--- src/rtl/spi_master_if.sv ---
// SPI master bundle: host-side request/response and the serial pins.
// The master modport is the controller; the slave modport is its user.
interface spi_master_if;
  logic       start;
  logic [1:0] cmd;
  logic [7:0] payload;
  logic       busy;
  logic       done;
  logic [7:0] rd_data;
  logic       rd_valid;
  logic       SS_n;
  logic       MOSI;
  logic       MISO;

  modport master (
    input  start, cmd, payload, MISO,
    output busy, done, rd_data, rd_valid, SS_n, MOSI
  );

  modport slave (
    output start, cmd, payload, MISO,
    input  busy, done, rd_data, rd_valid, SS_n, MOSI
  );
endinterface

--- src/rtl/spi_master.sv ---
// Frame-based SPI master: {cmd,payload} out MSB first, optional
// turnaround and 8-bit read-back, then an enforced SS_n-high gap.
module spi_master #(
  parameter int TURN_CYC = 2,
  parameter int GAP_CYC  = 1
) (
  input logic         clk,
  input logic         rst,
  spi_master_if.master bus
);

  typedef enum logic [2:0] {
    IDLE, START, SHIFT, TURN, RECV, GAP
  } state_t;

  localparam logic [3:0] TURN_LD =
    (TURN_CYC > 0) ? 4'(TURN_CYC - 1) : 4'd0;
  localparam logic [3:0] GAP_LD = 4'(GAP_CYC - 1);

  state_t     state, state_n;
  logic [3:0] cnt, cnt_n;
  logic [9:0] frame, frame_n;
  logic [7:0] rx, rx_n;
  logic [7:0] rd_q, rd_n;
  logic       ss_q, ss_d;
  logic       mosi_q, mosi_d;
  logic       done_q, done_d;
  logic       rv_q, rv_d;

  // State, datapath and registered pin drivers.
  always_ff @(posedge clk or posedge rst) begin
    if (rst) begin
      state  <= IDLE;
      cnt    <= '0;
      frame  <= '0;
      rx     <= '0;
      rd_q   <= '0;
      ss_q   <= 1'b1;
      mosi_q <= 1'b0;
      done_q <= 1'b0;
      rv_q   <= 1'b0;
    end else begin
      state  <= state_n;
      cnt    <= cnt_n;
      frame  <= frame_n;
      rx     <= rx_n;
      rd_q   <= rd_n;
      ss_q   <= ss_d;
      mosi_q <= mosi_d;
      done_q <= done_d;
      rv_q   <= rv_d;
    end
  end

  // Next state; pin values are computed for the state being entered.
  always_comb begin
    state_n = state;
    cnt_n   = cnt;
    frame_n = frame;
    rx_n    = rx;
    rd_n    = rd_q;
    ss_d    = 1'b1;
    mosi_d  = 1'b0;
    done_d  = 1'b0;
    rv_d    = 1'b0;
    unique case (state)
      IDLE: begin
        if (bus.start) begin
          frame_n = {bus.cmd, bus.payload};
          state_n = START;
          ss_d    = 1'b0;
          mosi_d  = bus.cmd[1];
        end
      end
      START: begin
        state_n = SHIFT;
        cnt_n   = 4'd9;
        ss_d    = 1'b0;
        mosi_d  = frame[9];
      end
      SHIFT: begin
        if (cnt != 4'd0) begin
          cnt_n  = cnt - 4'd1;
          ss_d   = 1'b0;
          mosi_d = frame[cnt - 4'd1];
        end else if (frame[9:8] == 2'b11) begin
          ss_d = 1'b0;
          if (TURN_CYC == 0) begin
            state_n = RECV;
            cnt_n   = 4'd7;
          end else begin
            state_n = TURN;
            cnt_n   = TURN_LD;
          end
        end else begin
          state_n = GAP;
          cnt_n   = GAP_LD;
          done_d  = 1'b1;
        end
      end
      TURN: begin
        ss_d = 1'b0;
        if (cnt == 4'd0) begin
          state_n = RECV;
          cnt_n   = 4'd7;
        end else begin
          cnt_n = cnt - 4'd1;
        end
      end
      RECV: begin
        rx_n = {rx[6:0], bus.MISO};
        if (cnt == 4'd0) begin
          state_n = GAP;
          cnt_n   = GAP_LD;
          done_d  = 1'b1;
          rv_d    = 1'b1;
          rd_n    = rx_n;
        end else begin
          cnt_n = cnt - 4'd1;
          ss_d  = 1'b0;
        end
      end
      GAP: begin
        if (cnt == 4'd0) begin
          state_n = IDLE;
        end else begin
          cnt_n = cnt - 4'd1;
        end
      end
      default: state_n = IDLE;
    endcase
  end

  assign bus.busy     = (state != IDLE);
  assign bus.SS_n     = ss_q;
  assign bus.MOSI     = mosi_q;
  assign bus.done     = done_q;
  assign bus.rd_valid = rv_q;
  assign bus.rd_data  = rd_q;

endmodule

--- src/flat_wrapper.sv ---
// flat-port wrapper written by rule: the top's interface ports become plain ports
module spi_master_flat 
#(
  parameter int TURN_CYC = 2,
  parameter int GAP_CYC  = 1
)
  (clk, rst, bus_start, bus_cmd, bus_payload, bus_MISO, bus_busy, bus_done, bus_rd_data, bus_rd_valid, bus_SS_n, bus_MOSI);
  spi_master_if bus_i ();
  input logic clk;
  input logic rst;
  input wire logic [$bits(bus_i.start)-1:0] bus_start;
  input wire logic [$bits(bus_i.cmd)-1:0] bus_cmd;
  input wire logic [$bits(bus_i.payload)-1:0] bus_payload;
  input wire logic [$bits(bus_i.MISO)-1:0] bus_MISO;
  output wire logic [$bits(bus_i.busy)-1:0] bus_busy;
  output wire logic [$bits(bus_i.done)-1:0] bus_done;
  output wire logic [$bits(bus_i.rd_data)-1:0] bus_rd_data;
  output wire logic [$bits(bus_i.rd_valid)-1:0] bus_rd_valid;
  output wire logic [$bits(bus_i.SS_n)-1:0] bus_SS_n;
  output wire logic [$bits(bus_i.MOSI)-1:0] bus_MOSI;
  assign bus_i.start = bus_start;
  assign bus_i.cmd = bus_cmd;
  assign bus_i.payload = bus_payload;
  assign bus_i.MISO = bus_MISO;
  assign bus_busy = bus_i.busy;
  assign bus_done = bus_i.done;
  assign bus_rd_data = bus_i.rd_data;
  assign bus_rd_valid = bus_i.rd_valid;
  assign bus_SS_n = bus_i.SS_n;
  assign bus_MOSI = bus_i.MOSI;
  spi_master #(.TURN_CYC(TURN_CYC), .GAP_CYC(GAP_CYC)) u_core (.clk(clk), .rst(rst), .bus(bus_i));
endmodule
--- config.mk ---
export PLATFORM = sky130hd
export DESIGN_NAME = spi_master_flat
export DESIGN_NICKNAME = d
export VERILOG_FILES = /design/src/rtl/spi_master_if.sv /design/src/rtl/spi_master.sv /design/src/flat_wrapper.sv
export SDC_FILE = /design/constraint.sdc
export NUM_CORES = 1
export LEC_CHECK = 0
export BUFFER_PORTS_ARGS = -buffer_cell sky130_fd_sc_hd__buf_2
export CORE_MARGIN = 3
export CORE_UTILIZATION = 60
export CTS_CLUSTER_SIZE = 24
export DETAILED_ROUTE_END_ITERATION = 10
export HOLD_SLACK_MARGIN = 0.08
export PLACE_DENSITY = 0.83
export REMOVE_ABC_BUFFERS = 1
export SLEW_MARGIN = 20
export SYNTH_ARGS = -nofsm -noshare
export SYNTH_HDL_FRONTEND = slang
export SYNTH_SLANG_ARGS = --single-unit
--- constraint.sdc ---
create_clock -name clk -period 5.12 [get_ports clk]
set_input_delay 0.512 -clock clk [delete_from_list [all_inputs] [get_ports clk]]
set_output_delay 0.512 -clock clk [all_outputs]
set_load 0.01 [all_outputs]
==> results.yml, run 1 <==
logic_synthesis:
  synthArstFlopShare_pct: 100.0
  avgSynthCellArea_sq_um: 11.94
  synthCells: 150
  netlist_area_sq_um: 1792
  synth_edf_count: 0
  synth_seq_cells: 36
  yosysUniqueCellTypes: 43
  synthFlopType: "dfrtp_1"
  synth_area_leaders: "dfrtp_1, mux2_1, mux4_1, buf_6, inv_1"
  seq_area_frac_synth_pct: 50.35
  netlist.top_cell.by_area: "dfrtp_1"
  synth_top_area_share_pct: 48.88
  yosysWarnings: 0
floorplanning:
  die_h_um: 60.65
  num_rows: 19
  initial_utilization_pct: 63.87
  core-area_sq_um: 2805
  pin_count: 27
  dieArea_sq_um: 3678
  die_w_um: 60.65
power_and_ir_drop:
  pwr-share-comb_pct: 40.8
  ir_drop_mv: 0.3420
  power.share.sequential_pct: 45.8
  p_clk_share_pct: 13.4
  p_sw_share_pct: 39.38
  p_switching_mw: 0.4151
  p_int_mw: 0.6390
  p_per_area_nw_per_um2: 542.8
  p_leak_nw: 0.9729
sta:
  finalCriticalPeriod_ns: 2.378
  fin_worst_skew_ns: 0.01497
  setup_viol: 0
  fmax_mhz: 420.5
  fin_crit_sh_pct: 46.44
  rsz0062_at_grt: "no"
  finalSetupTns_ns: 0
  drv_slew: 0
  hold_violations: 0
  hold_ws_ns: 0.2771
  tightestPinTransition_ns: 0.7518
  slew_headroom_pct: 49.66
outcome:
  status: "completed"
clocking:
  clk_pin_slew_worst_paths_ns: 0.11
  cts_hold_buffers: 0
  cts_setup_buffers: 0
  root_buffer: "clkbuf_4"
  cts.repair.resized: 0
  clk_path_buf_depth: 2
  htreeDepth: 2
  cts_tree: "yes"
  cts_buffers: 5
  clkLatencyLatePin_ns: 0.33
  numClockSinks: 36
place:
  dpl.hpwl_um: 2529
  io_buffers: 26
  gp_congestion: 0.8485
grt:
  grt_pass1_vias: 1309
  grt_overflow: 0
  grt_max_degree: 37
  grt_use_total_pct: 21.88
  grt_pass1_wl_um: 5954
  grt_antenna_before_repair: 0
drt:
  finalWirelength_um: 3411
  drc: 0
  vias: 1247
  first_pass_iters: 4
  ant_nets: 0
  drt_iter0_drc: 73
  wl_per_cell_um: 16.48
  vias_per_cell: 6.024
min_path:
  hold_class: "input pin to async pin"
job:
  cap_violations: 0
critical_path:
  critPathArrivalTime_ns: 2.59
  crit_fanout: 12
  worstSetupPathType: "flip-flop to flip-flop"
  startpoint_type: "flip-flop"
  crit_required_ns: 5.34
  critPathCaptureType: "flip-flop"
  rr_worst_depth: 5
cells_and_area:
  drive_above_1_share_pct: 22.73
  nets: 191
  num_antenna_cells: 0
  syn2layout_area_growth_pct: 8.380
==> state kept, by name, summed over array words and instances (netlist names) <==
name / flops
u_core.frame: 10
u_core.bus.rd_data: 8
u_core.rx: 7
u_core.cnt: 4
u_core.state: 3
u_core.bus.MOSI: 1
u_core.bus.SS_n: 1
u_core.bus.done: 1
u_core.bus.rd_valid: 1
==> path summary, 6_finish.rpt <==
check	slack, ns	to	start
max	2.74	u_core.bus.rd_data[7]	u_core.cnt[0]
min reg2reg	0.49	u_core.bus.rd_data[4]	u_core.bus.rd_data[4]
min	0.28	u_core.bus.rd_data[7]	rst
max reg2reg	2.74	u_core.bus.rd_data[7]	u_core.cnt[0]
max in group asynchronous	4.50	u_core.bus.SS_n	rst
min in group clk	0.39	u_core.frame[0]	bus_payload[0]
==> critical path: stages, from the launching register on <==
cell and delay (ns):
dfrtp_1 0.53, inv_1 0.18, ha_1 0.20, nor3b_2 0.64, nand2_2 0.32, mux2_1 0.41
==> through the flow <==
stage	instance area (sq um)	util, %	total power, mW	setup slack [ns]	cells
2_1_floorplan	1715	-	0.7927	3.159	141
3_3_place_gp	1892	67.44	0.8793	2.956	199
3_5_place_dp	1892	67.44	0.9102	2.798	199
4_1_cts	1942	69.22	1.055	2.770	207
5_1_grt	1942	69.22	1.146	2.611	207
6_report	1942	69.22	1.054	2.742	207
==> cell usage after synthesis, types with 2 or more instances <==
cell,instances
and2_1,3
nor2b_1,2
mux4_1,2
a22oi_1,2
dfrtp_1,35
nor2_1,7
ha_1,2
a21oi_1,7
o221ai_1,3
buf_2,3
xnor2_1,2
nand2_1,8
nor3_1,5
mux2_1,24
inv_1,11
buf_6,4
o211ai_1,2
o21ai_1,3
==> placed cells by master (no fill, tap or decap), drive strengths merged, types with 2 or more instances in the layout <==
cell and count:
dfrtp 35, buf 27, mux2 25, inv 11, nand2 9, nor2 7, a21oi 7, clkbuf 7
nor3 5, o21ai 5, and2 3, o221ai 3, nor2b 2, xnor2 2, o211ai 2, mux4 2
a22oi 2, ha 2, nor3b 2, a211oi 2
==> area by class of cell <==
class | count | area [sq um]
Clock inverter | 1 | 5.005
Multi-Input combinational cell | 94 | 772.0
Sequential cell | 36 | 902.1
Clock buffer | 7 | 45.04
Tap cell | 31 | 38.79
Fill cell | 215 | 863.3
Timing Repair Buffer | 27 | 137.6
Inverter | 11 | 41.29
==> routing by layer <==
| metal | global-route usage, % | up-vias | share of wire (%) |
|---|---|---|---|
| li1 | - | 584 | - |
| met1 | 27.56 | 612 | 40 |
| met5 | 0 | - | 0 |
| met3 | 5.319 | 8 | 5.4 |
| met4 | 8.050 | 0 | 1.8 |
| met2 | 36.64 | 43 | 53 |
==> kinds of logic (layout without fill, tap and decap cells) <==
| kind of cell | after synthesis | count (layout) | share of synthesized area (%) |
|---|---|---|---|
| AO/OA/AOI/OAI | 27 | 27 | 10.61 |
| XOR/XNOR | 2 | 2 | 0.9778 |
| adder cells (fa/ha/maj) | 3 | 3 | 1.955 |
| buffers and inverters | 20 | 46 | 6.564 |
| flip-flops | 36 | 36 | 50.35 |
| multiplexers | 28 | 28 | 19.20 |
| AND/OR/NAND/NOR | 34 | 34 | 10.34 |
==> power by group through the flow <==
stage	registers (mW)	logic [mW]	clock network (mW)
floorplan	0.455	0.337	0
global placement	0.475	0.404	0
CTS	0.480	0.429	0.146
detailed placement	0.487	0.424	0
finish	0.483	0.431	0.141
global route	0.499	0.487	0.160
No activity file was read; power rests on OpenSTA's default activity.
==> run 2: changes to the inputs <==
Settings changed: ABC_AREA set to 1, CORE_UTILIZATION 60 to 50, PLACE_DENSITY 0.83 to 0.74.
Clock period 5.12 ns to 2.08 ns, I/O delays scaled along.
==> run 2 against run 1 <==
Effect of this change: core utilization down 9.1 points; clock skew down 0.010 ns; setup slack worse by 2.5 ns; worst hold slack worse by 0.19 ns; sequential cell count unchanged; non-clock buffer count up 3; register-to-register slack worse by 2.4 ns; first-iteration DRC count up 11%; clock power rose to 2.8 times the previous value; synthesized cell count up 53%; largest power group is now combinational logic.
==> results.yml, run 2 <==
logic_synthesis:
  yosysWarnings: 0
  seq_area_frac_synth_pct: 49.83
  synthFlopType: "dfrtp_1"
  yosysMostFrequentCell: "nand2_1"
  yosysUniqueCellTypes: 24
  synth_edf_count: 0
  synthCells: 229
  netlist_area_sq_um: 1810
  avgSynthCellArea_sq_um: 7.906
  synth_area_leaders: "dfrtp_1, nand2_1, nand3_1, inv_1, o21ai_2"
  synthArstFlopShare_pct: 100.0
  synth_common_cells: "nand2_1, dfrtp_1, nand3_1, inv_1, nor2_1"
  netlist.top_cell.by_area: "dfrtp_1"
  synth_top_area_share_pct: 48.38
  synth_seq_cells: 36
sta:
  finalCriticalPeriod_ns: 1.791
  drv_slew: 0
  fmax_mhz: 558.5
  fin_worst_skew_ns: 0.004511
  finalSetupTns_ns: 0
  fin_ws_ns: 0.2894
  setup_viol: 0
  hold_violations: 0
  slew_headroom_pct: 70.60
  fin_crit_sh_pct: 86.09
  rsz0062_at_grt: "no"
  tightestPinTransition_ns: 0.4411
cells_and_area:
  mostFrequentLayoutCells: "nand2_1, dfrtp_1, nand3_1"
  num_antenna_cells: 0
  fillCellCount: 337
  largest-register: "u_core.frame"
  drive_above_1_share_pct: 22.22
  nets: 276
  syn2layout_area_growth_pct: 13.48
  largest_reg_flops: 10
  final_common_cell: "nand2_1"
  layoutNonFillerInstCount: 307
  post-route-util_pct: 60.15
power_and_ir_drop:
  p_clk_share_pct: 13.4
  power.share.sequential_pct: 39.3
  pwr-share-comb_pct: 47.3
  p_sw_share_pct: 44.70
  p_per_area_nw_per_um2: 1442
  p_leak_nw: 1.161
  ir_drop_mv: 0.7571
  p_int_mw: 1.639
  p_switching_mw: 1.324
clocking:
  clk_pin_slew_worst_paths_ns: 0.10
  clk_path_buf_depth: 2
  clkLatencyLatePin_ns: 0.35
  cts.repair.resized: 0
  root_buffer: "clkbuf_4"
  htreeDepth: 2
  numClockSinks: 36
  cts_buffers: 5
  cts_tree: "yes"
  cts_setup_buffers: 0
floorplanning:
  die_h_um: 66.18
  initial_utilization_pct: 53.00
  core-area_sq_um: 3416
  dieArea_sq_um: 4379
  die_w_um: 66.18
  num_rows: 21
  pin_count: 27
critical_path:
  rr_worst_depth: 9
  startpoint_type: "flip-flop"
  r2r_start: "u_core.cnt[0]"
  rr_endpoint: "u_core.cnt[0]"
  critPathCaptureType: "output pin"
  worstSetupPathType: "flip-flop to output pin"
  crit_fanout: 11
  r2r_slack_ns: 0.39
  crit_required_ns: 1.87
  critPathArrivalTime_ns: 1.58
grt:
  grt_pass1_vias: 1418
  grt_use_total_pct: 17.78
  grt_antenna_before_repair: 0
  grt_pass1_wl_um: 5968
  grt_max_degree: 37
  grt_overflow: 0
drt:
  met1_length_um: 1629
  met2_length_um: 1517
  wl_per_cell_um: 10.99
  ant_nets: 0
  drc: 0
  vias: 1547
  first_pass_iters: 4
  vias_per_cell: 5.039
  met3_length_um: 167
  drt_iter0_drc: 81
  finalWirelength_um: 3373
  top_layer: "met4"
job:
  cap_violations: 0
min_path:
  min_path_cells: 3
  hp-start: "bus_payload[3]"
  hold_class: "input pin to flip-flop"
  min_to: "u_core.frame[3]"
place:
  dpl.hpwl_um: 2450
  dp_cells: 298
  pre_cts_ws_ns: 0.4117
  gp_congestion: 0.8638
  io_buffers: 26
outcome:
  status: "completed"
## run 2: cell types whose count changed in the layout (fill, tap and decap cells not counted), moves of 3 or more
cell / previous run / this run
nor2_1: 7 / 10
mux2_1: 24 / 0
nand2_1: 8 / 81
nand3_1: 0 / 28
o221ai_1: 3 / 0
nand2_2: 1 / 4
o21ai_0: 1 / 9
and2_1: 3 / 0
o21ai_2: 1 / 8
nor3_1: 5 / 0
o21ai_1: 3 / 0
inv_1: 11 / 26
## run 2: worst max-delay path, stage by stage (launching register included)
cell	delay (ns)
dfrtp_1	0.45
inv_1	0.20
nand2_1	0.12
nor2_2	0.11
buf_4	0.19
inv_1	0.05
buf_2	0.13
## run 2: how the worst max path moves through the flow
stage	slack [ns]	depth (start not counted)	from	end
2_1_floorplan	0.45	9	u_core.cnt[0]	u_core.cnt[0]
3_3_place_gp	0.47	9	u_core.cnt[0]	u_core.cnt[0]
3_5_place_dp	0.41	9	u_core.cnt[0]	u_core.cnt[0]
4_1_cts	0.29	6	u_core.state[1]	bus_busy
5_1_grt	0.14	6	u_core.state[1]	bus_busy
6_report	0.29	6	u_core.state[1]	bus_busy
## run 2: cell families (layout without fill, tap and decap cells)
logic type / Yosys count / after routing / synth area share [%]
flip-flops: 36 / 36 / 49.83
adder cells (fa/ha/maj): 2 / 2 / 1.382
buffers and inverters: 36 / 68 / 8.430
AO/OA/AOI/OAI: 24 / 24 / 8.362
AND/OR/NAND/NOR: 131 / 131 / 32.00
## run 2: repair_timing
action                     CTS  global route
hold buffers                 1             0
hold endpoints to repair    35             0
setup endpoints to repair    0             0
## run 2: cell type report
cell class | instances | area (sq um) | area share [%]
clock buffer | 7 | 55.05 | 2.680
clock inverter | 1 | 7.507 | 0.3654
inverter | 30 | 113.9 | 5.542
multi-input combinational | 157 | 755.7 | 36.78
sequential | 36 | 902.1 | 43.91
tap | 46 | 57.56 | 2.801
timing repair buffer | 30 | 162.7 | 7.917
## run 2: power groups by stage
| stage | sequential, mW | clock [mW] | combinational (mW) |
|---|---|---|---|
| global route | 1.20 | 0.436 | 1.63 |
| CTS | 1.16 | 0.410 | 1.41 |
| floorplan | 1.16 | 0 | 1.05 |
| global placement | 1.17 | 0 | 1.38 |
| detailed placement | 1.17 | 0 | 1.40 |
| finish | 1.16 | 0.398 | 1.40 |
## run 2: per-layer routing
metal / global-route usage [%] / up-vias
li1: - / 784
met5: 0 / -
met2: 26.52 / 35
met4: 7.614 / 0
met3: 4.082 / 9
met1: 24.70 / 719
## run 2: metrics by stage
| step | cell area (sq um) | hold WS [ns] | total power [mW] |
|---|---|---|---|
| floorplan | 1772 | 0.3525 | 2.210 |
| global placement | 1982 | 0.3297 | 2.550 |
| detailed placement | 1982 | 0.3328 | 2.576 |
| CTS | 2054 | 0.08390 | 2.978 |
| global route | 2054 | 0.09467 | 3.267 |
| finish | 2054 | 0.08839 | 2.963 |
==> run 3: changes to the inputs <==
Settings changed: ABC_AREA 1 to 0.
==> run 3 against run 2 <==
Effect of this change: combinational power fell by 10%; first-iteration DRC count shrank 1.2%; setup slack got worse by 0.033 ns; sequential power fell by 8%; sequential cell count unchanged.
==> results.yml, run 3 (synthesized netlist as in run 1, its figures left out) <==
sta:
  fmax_mhz: 548.3
  slew_headroom_pct: 54.96
  finalCriticalPeriod_ns: 1.824
  drv_slew: 0
  hold_violations: 0
  finalSetupTns_ns: 0
  fin_worst_skew_ns: 0.01644
  fin_ws_ns: 0.2563
  setup_viol: 0
  fin_crit_sh_pct: 87.68
  hold_ws_ns: 0.09965
  tightestPinTransition_ns: 0.6749
  rsz0062_at_grt: "no"
min_path:
  hold_class: "input pin to flip-flop"
  min_path_cells: 2
  hp-start: "bus_cmd[1]"
critical_path:
  startpoint_type: "flip-flop"
  startpoint: "u_core.state[1]"
  worstSetupPathType: "flip-flop to flip-flop"
  r2r_start: "u_core.state[1]"
  r2r_slack_ns: 0.26
  critPathCaptureType: "flip-flop"
  critPathArrivalTime_ns: 2.03
  crit_fanout: 11
  crit_required_ns: 2.29
  rr_worst_depth: 3
power_and_ir_drop:
  p_int_mw: 1.705
  p_sw_share_pct: 37.78
  p_leak_nw: 1.038
  ir_drop_mv: 0.7975
  p_switching_mw: 1.036
  power.share.sequential_pct: 38.9
  p_per_area_nw_per_um2: 1313
  pwr-share-comb_pct: 46.0
  p_clk_share_pct: 15.1
cells_and_area:
  drive_above_1_share_pct: 25.13
  mostFrequentLayoutCells: "dfrtp_1, buf_2, mux2_1"
  nets: 202
  largest-register: "u_core.frame"
  num_antenna_cells: 0
  largest_reg_flops: 10
  syn2layout_area_growth_pct: 16.48
  final_common_cell: "dfrtp_1"
  stdcell_area_sq_um: 2087
drt:
  drt_iter0_drc: 80
  finalWirelength_um: 3423
  vias: 1285
  drc: 0
  ant_nets: 0
  vias_per_cell: 5.515
  wl_per_cell_um: 14.69
  first_pass_iters: 4
outcome:
  status: "completed"
place:
  dpl_cell_area_sq_um: 1968
  dpl.hpwl_um: 2533
  io_buffers: 26
  pre_cts_ws_ns: 0.3336
  gp_congestion: 0.8621
floorplanning:
  core-area_sq_um: 3390
  die_w_um: 65.86
  initial_utilization_pct: 52.86
  pin_count: 27
  num_rows: 21
  die_h_um: 65.86
  dieArea_sq_um: 4338
job:
  cap_violations: 0
clocking:
  numClockSinks: 36
  root_buffer: "clkbuf_4"
  clk_path_buf_depth: 2
  htreeDepth: 2
  cts_buffers: 5
  cts_tree: "yes"
  clkLatencyLatePin_ns: 0.34
  clk_pin_slew_worst_paths_ns: 0.11
grt:
  grt_antenna_before_repair: 0
  grt_max_degree: 21
  grt_use_total_pct: 18.56
  grt_pass1_vias: 1302
  grt_pass1_wl_um: 6092
  grt_overflow: 0
run 3: metal layers:
layer / wire length [um] / track usage (%) / up-vias
met2: 1650 / 28.79 / 32
met3: 135 / 4.762 / 13
met1: 1533 / 23.92 / 633
li1: - / - / 607
met5: 0 / 0 / -
met4: 104 / 9.326 / 0
run 3: through the flow:
| stage | cells | utilization [%] | total power [mW] |
|---|---|---|---|
| detailed placement | 220 | 58.07 | 2.312 |
| floorplan | 141 | - | 1.951 |
| CTS | 233 | 61.57 | 2.759 |
| finish | 233 | 61.57 | 2.741 |
| global placement | 220 | 58.07 | 2.249 |
| global route | 233 | 61.57 | 2.976 |
run 3: power by group through the flow:
stage / clock (mW) / sequential [mW] / combinational [mW]
global route: 0.465 / 1.09 / 1.42
global placement: 0 / 1.06 / 1.18
detailed placement: 0 / 1.08 / 1.23
CTS: 0.437 / 1.07 / 1.26
finish: 0.414 / 1.07 / 1.26
floorplan: 0 / 1.12 / 0.830
run 3: path summary, 6_finish.rpt:
kind	endpoint
max	u_core.frame[7]
min	u_core.frame[9]
max reg2reg	u_core.frame[7]
min reg2reg	u_core.frame[0]
max in group asynchronous	u_core.bus.SS_n
min in group asynchronous	u_core.bus.rd_data[1]
run 3: cell type report:
| class | instances | area [sq um] |
|---|---|---|
| inverters | 11 | 41.29 |
| fillers | 275 | 1303 |
| multi-input cells | 94 | 772.0 |
| clock buffers | 8 | 68.82 |
| flip-flops and latches | 36 | 902.1 |
| well taps | 46 | 57.56 |
| repair buffers | 38 | 245.2 |
run 3: timing repair:
action                    4_1_cts  5_1_grt
gates resized for setup         0        0
setup buffers                   0        0
hold buffers                    5        0
hold endpoints to repair       20        0
run 3: worst max-delay path, stage by stage (launching register included):
cell     delay [ns]
dfrtp_1        0.43
nor3_1         0.40
and2_1         0.49
mux2_1         0.38
